File: src/rtl/game_result_logger.sv
// Logs one {who, length, count} record per counter game end into a small FIFO and tracks a best-of match score.
// Record visible one cycle after the event; FIFO drains over valid/ready and drops new records when full and not popped.

module fifo #(
  parameter int W     = 8,
  parameter int DEPTH = 4,
  localparam int PTR_W = $clog2(DEPTH),
  localparam int LVL_W = $clog2(DEPTH + 1)
) (
  input  logic             clk,
  input  logic             rst,
  input  logic             wr_vld,
  input  logic [W-1:0]     wr_dat,
  input  logic             rd_rdy,
  output logic [W-1:0]     rd_dat,
  output logic [LVL_W-1:0] level
);
  logic [W-1:0]     mem_q [DEPTH];
  logic [PTR_W-1:0] wr_ptr_q, rd_ptr_q;
  logic [LVL_W-1:0] level_q;

  // Callers only assert wr_vld with room (or a same-cycle pop) and rd_rdy when non-empty.
  always_ff @(posedge clk) begin
    if (wr_vld) mem_q[wr_ptr_q] <= wr_dat;
  end

  always_ff @(posedge clk) begin
    if (rst) begin
      wr_ptr_q <= '0;
      rd_ptr_q <= '0;
      level_q  <= '0;
    end else begin
      if (wr_vld) wr_ptr_q <= wr_ptr_q + PTR_W'(1);
      if (rd_rdy) rd_ptr_q <= rd_ptr_q + PTR_W'(1);
      case ({wr_vld, rd_rdy})
        2'b10:   level_q <= level_q + LVL_W'(1);
        2'b01:   level_q <= level_q - LVL_W'(1);
        default: level_q <= level_q;
      endcase
    end
  end

  assign rd_dat = mem_q[rd_ptr_q];
  assign level  = level_q;
endmodule

module game_result_logger #(
  parameter int COUNT_W    = 5,
  parameter int LEN_W      = 16,
  parameter int FIFO_DEPTH = 4,
  parameter int MATCH_WINS = 3,
  localparam int LVL_W     = $clog2(FIFO_DEPTH + 1),
  localparam int SCORE_W   = $clog2(MATCH_WINS + 1)
) (
  input  logic               clk,
  input  logic               rst,
  input  logic [COUNT_W-1:0] count_in,
  input  logic               gameover_in,
  input  logic [1:0]         who_in,
  input  logic               clear,
  output logic               rec_valid,
  input  logic               rec_ready,
  output logic [1:0]         rec_who,
  output logic [LEN_W-1:0]   rec_len,
  output logic [COUNT_W-1:0] rec_count,
  output logic [LVL_W-1:0]   fifo_level,
  output logic               overflow,
  output logic [SCORE_W-1:0] score_w,
  output logic [SCORE_W-1:0] score_l,
  output logic               match_done,
  output logic [1:0]         match_winner
);
  localparam int REC_W = 2 + LEN_W + COUNT_W;

  typedef struct packed {
    logic [1:0]         who;
    logic [LEN_W-1:0]   len;
    logic [COUNT_W-1:0] count;
  } rec_t;

  typedef enum logic {PLAYING, DONE} state_t;

  logic               go_q;
  logic [LEN_W-1:0]   len_q, len_d;
  logic               overflow_q;
  state_t             state_q;
  logic [SCORE_W-1:0] score_w_q, score_l_q;
  logic [1:0]         winner_q;

  logic event_vld, full, pop, push, drop;
  rec_t wr_rec, head_rec;

  assign event_vld = gameover_in && !go_q;
  assign full      = (fifo_level == LVL_W'(FIFO_DEPTH));
  assign pop       = rec_valid && rec_ready;
  assign push      = event_vld && (!full || pop);
  assign drop      = event_vld && full && !pop;
  assign wr_rec    = '{who: who_in, len: len_q, count: count_in};

  // Length restarts at 1 on an event so later games measure event-to-event spacing.
  always_comb begin
    len_d = len_q;
    if (event_vld)        len_d = LEN_W'(1);
    else if (len_q != '1) len_d = len_q + LEN_W'(1);
  end

  always_ff @(posedge clk) begin
    if (rst) begin
      go_q       <= 1'b0;
      len_q      <= '0;
      overflow_q <= 1'b0;
    end else begin
      go_q  <= gameover_in;
      len_q <= len_d;
      if (drop) overflow_q <= 1'b1;
    end
  end

  fifo #(.W(REC_W), .DEPTH(FIFO_DEPTH)) u_fifo (
    .clk    (clk),
    .rst    (rst),
    .wr_vld (push),
    .wr_dat (wr_rec),
    .rd_rdy (pop),
    .rd_dat (head_rec),
    .level  (fifo_level)
  );

  // clear overrides any coincident event for scoring; the record itself is still pushed.
  always_ff @(posedge clk) begin
    if (rst || clear) begin
      state_q   <= PLAYING;
      score_w_q <= '0;
      score_l_q <= '0;
      winner_q  <= 2'b00;
    end else if (state_q == PLAYING && event_vld) begin
      if (who_in == 2'b10) begin
        score_w_q <= score_w_q + SCORE_W'(1);
        if (score_w_q == SCORE_W'(MATCH_WINS - 1)) begin
          state_q  <= DONE;
          winner_q <= 2'b10;
        end
      end else if (who_in == 2'b01) begin
        score_l_q <= score_l_q + SCORE_W'(1);
        if (score_l_q == SCORE_W'(MATCH_WINS - 1)) begin
          state_q  <= DONE;
          winner_q <= 2'b01;
        end
      end
    end
  end

  assign rec_valid    = (fifo_level != '0);
  assign rec_who      = rec_valid ? head_rec.who   : 2'b00;
  assign rec_len      = rec_valid ? head_rec.len   : '0;
  assign rec_count    = rec_valid ? head_rec.count : '0;
  assign overflow     = overflow_q;
  assign score_w      = score_w_q;
  assign score_l      = score_l_q;
  assign match_done   = (state_q == DONE);
  assign match_winner = winner_q;
endmodule

File: config.mk
export PLATFORM = sky130hd
export DESIGN_NAME = game_result_logger
export DESIGN_NICKNAME = d
export VERILOG_FILES = /design/src/rtl/game_result_logger.sv
export SDC_FILE = /design/constraint.sdc
export NUM_CORES = 1
export LEC_CHECK = 0
export CAP_MARGIN = 15
export CORE_ASPECT_RATIO = 0.9
export CORE_MARGIN = 10
export CORE_UTILIZATION = 50
export CTS_CLUSTER_SIZE = 28
export DETAILED_ROUTE_END_ITERATION = 8
export GPL_ROUTABILITY_DRIVEN = 0
export PLACE_DENSITY = 0.71
export SLEW_MARGIN = 10
export SYNTH_ARGS = -nofsm -noshare
export SYNTH_HDL_FRONTEND = slang
export SYNTH_HIERARCHICAL = 1
export SYNTH_SLANG_ARGS = --single-unit
File: constraint.sdc
create_clock -name clk -period 3.05 [get_ports clk]
set_input_delay 0.915 -clock clk [delete_from_list [all_inputs] [get_ports clk]]
set_output_delay 0.915 -clock clk [all_outputs]
set_load 0.05 [all_outputs]
==> metrics.cfg <==
[outcome]
outcome=finished, final reports clean

[floorplanning]
coreArea_sq_um=10200
num_rows=35
die_area_sq_um=14850
die_y_microns=116.6
initial_core_util_pct=50.83
die_w_microns=127.4
io_pins=47

[yosys]
postSynthCellCount=327
yosys.area.top_type_share_pct=53.27
syn_nets=350
synth_warnings=6
synth_commonest_cells=92 x edfxtp_1, 34 x dfxtp_1, 26 x nor2b_1, 24 x nor2_1, 20 x mux4_2
synth_edf_count=92
synth_area_per_cell_sq_um=15.86
synth.ff_latch_count=126
synthTopCellsByArea=edfxtp_1 53%, dfxtp_1 13%, mux4_2 8.7%, nor2b_1 3.1%, ha_1 2.4%
yosysTopAreaCell=edfxtp_1
yosysUniqueCellTypes=46
ys_seq_area_share_pct=66.39
async_reset_ff_share_pct=0
synth_most_common_cell=edfxtp_1
synth_flop_cell=edfxtp_1
syn_area_sq_um=5186

[global_routing]
grt_usage_pct=14.26
grt-ovfl-total=0
grt_pass1_wl_microns=16170
grt_pass1_vias=3002
grt_max_degree=26
antenna_found_initial=0

[timing]
worst_pin_slew_ps=871.7
finalCritPeriodShare_pct=93.55
finalMaxSlewViolations=0
setup_violations=0
finalCriticalPeriod_ps=2853
tns_ps=0
rsz0062_at_grt=no
hold_viol=0
fin_skew_ps=9.217
timing.fmax_mhz=350.5
slew_headroom_pct=41.45

[setup_path]
r2r_slack_ps=750
timing.rr.end=u_fifo/level[2]
cp.arrival_ps=1940
end_kind=output port
crit_type=flop to output port
reg2reg_depth=8
startpoint_type=flop
worstPathMaxFanout=21
cp.required_ps=2130
timing.rr.start=u_fifo/level[1]

[routing]
firstDrtPassIters=4
wirelength_microns=9807
drc=0
drt_iter0_markers=240
dr_total_vias=2873
vias_per_cell=5.400
antenna_left=0
routedWlPerCell_microns=18.43

[pwr]
cellPowerDensity_nw_per_um2=931.0
peakVddDrop_uv=519.9
p_leak_nw=2.224

[clock_network]
clock-sinks=126
cts_tree=built
cts_buffers=17
post-cts-setup-buffers=0
h-tree-depth=4
clock_path_buffers=2
path_clk_slew_ps=60
clockRootBuffer=clkbuf_16
clk-insertion-delay-late_ps=400

[min_path]
worstHoldStart=match_winner[1]
hold_end=match_winner[1]
hold_depth=2
hp-class=flop to flop

[finish]
num-fill-cells=739
finalNonFillerCells=532
drive_above_1_share_pct=24.81
nets=413
antenna_cells=0
syn_to_final_growth_pct=22.24

[run]
cap_viol_max_count=0

[place]
dp.cells=500
hpwl_microns=5992
numPortBuffers=46

[per-stage QoR]
stage | instance area, sq um | setup slack [ps] | power (mW) | util [%] | hold WS (ps)
3_3_place_gp | 5749 | 114.3 | 3.980 | 56.35 | 480.1
2_1_floorplan | 5186 | 252.0 | 3.478 | - | 458.3
5_1_grt | 6340 | 90.80 | 6.152 | 62.13 | 547.3
4_1_cts | 6339 | 39.18 | 5.974 | 62.12 | 502.5
6_report | 6340 | 196.6 | 5.902 | 62.13 | 499.9
3_5_place_dp | 5749 | 72.28 | 4.006 | 56.35 | 486.9
[layout by cell type (no fill, tap or decap), types with 4 or more instances in the layout]
cell              n
nand3_1           4
and2_1            5
edfxtp_1         92
nor2b_1          26
mux2i_1           8
a21oi_2           5
nand4_1           6
inv_1             8
buf_4            34
xnor2_1           5
nand2_1          11
clkinv_4          6
clkbuf_16        17
clkdlybuf4s50_1  22
mux4_2           20
ha_1             10
nor2_1           24
or3_1             6
xor2_1            5
dfxtp_1          33
a21oi_1           4
[how the worst max path moves through the flow]
stage / startpoint / to / cells after the start
after global routing: flop / rec_count[0] / 4
after CTS: flop / rec_len[7] / 4
final: flop / rec_len[7] / 4
after global placement: gameover_in / u_fifo/level[2] / 9
after detailed placement: gameover_in / u_fifo/level[2] / 9
after floorplan: u_fifo/level[0] / rec_len[0] / 3
[logic make-up (layout without fill, tap and decap cells)]
family	Yosys count	count (layout)	synth area share, %
fa+ha+maj	11	11	2.799
simple gates	103	103	11.53
compound gates	25	25	3.353
mux	31	31	11.75
buf+inv	21	97	2.485
xor+xnor	10	10	1.689
flops	126	126	66.39
[timing repair]
action,CTS,global route
setup endpoints to repair,0,2
gates resized for setup,0,1
hold buffers,0,0
[registers in the layout (all words and copies together), names as in the netlist, named ones only]
signal	flops
u_fifo/mem_q	92
len_q	16
u_fifo/level	3
match_winner	2
score_l	2
score_w	2
u_fifo/rd_ptr_q	2
u_fifo/wr_ptr_q	2
go_q	1
match_done	1
overflow	1
[worst max-delay path, cell delays in order, from the launching register on]
cell and delay [ps]:
dfxtp_2 400, buf_12 220, mux4_2 540, nor2b_1 160
buf_4 200
[metal layers]
metal,track usage (%),up-vias,wire length (microns)
met5,0,-,0
met4,5.155,0,127
met3,5.626,6,544
met2,23.43,68,4976
met1,16.67,1423,4160
li1,-,1376,-
[where the power goes]
group | total, mW | switching, mW | leakage [nW] | internal (mW)
logic | 1.93 | 1.25 | 0.795 | 0.681
registers | 2.02 | 0.0749 | 1.15 | 1.94
clock network | 1.95 | 0.739 | 0.284 | 1.21
total | 5.90 | 2.07 | 2.22 | 3.83
[area by class of cell]
type | count | area, sq um | area share [%]
clock buffer | 17 | 425.4 | 6.710
inverter | 8 | 30.03 | 0.4737
sequential | 126 | 3445 | 54.33
tap | 129 | 161.4 | 2.546
clock inverter | 15 | 163.9 | 2.585
timing repair buffer | 57 | 495.5 | 7.815
multi-input combinational | 180 | 1619 | 25.54
Power figures use the tool's default switching activity.
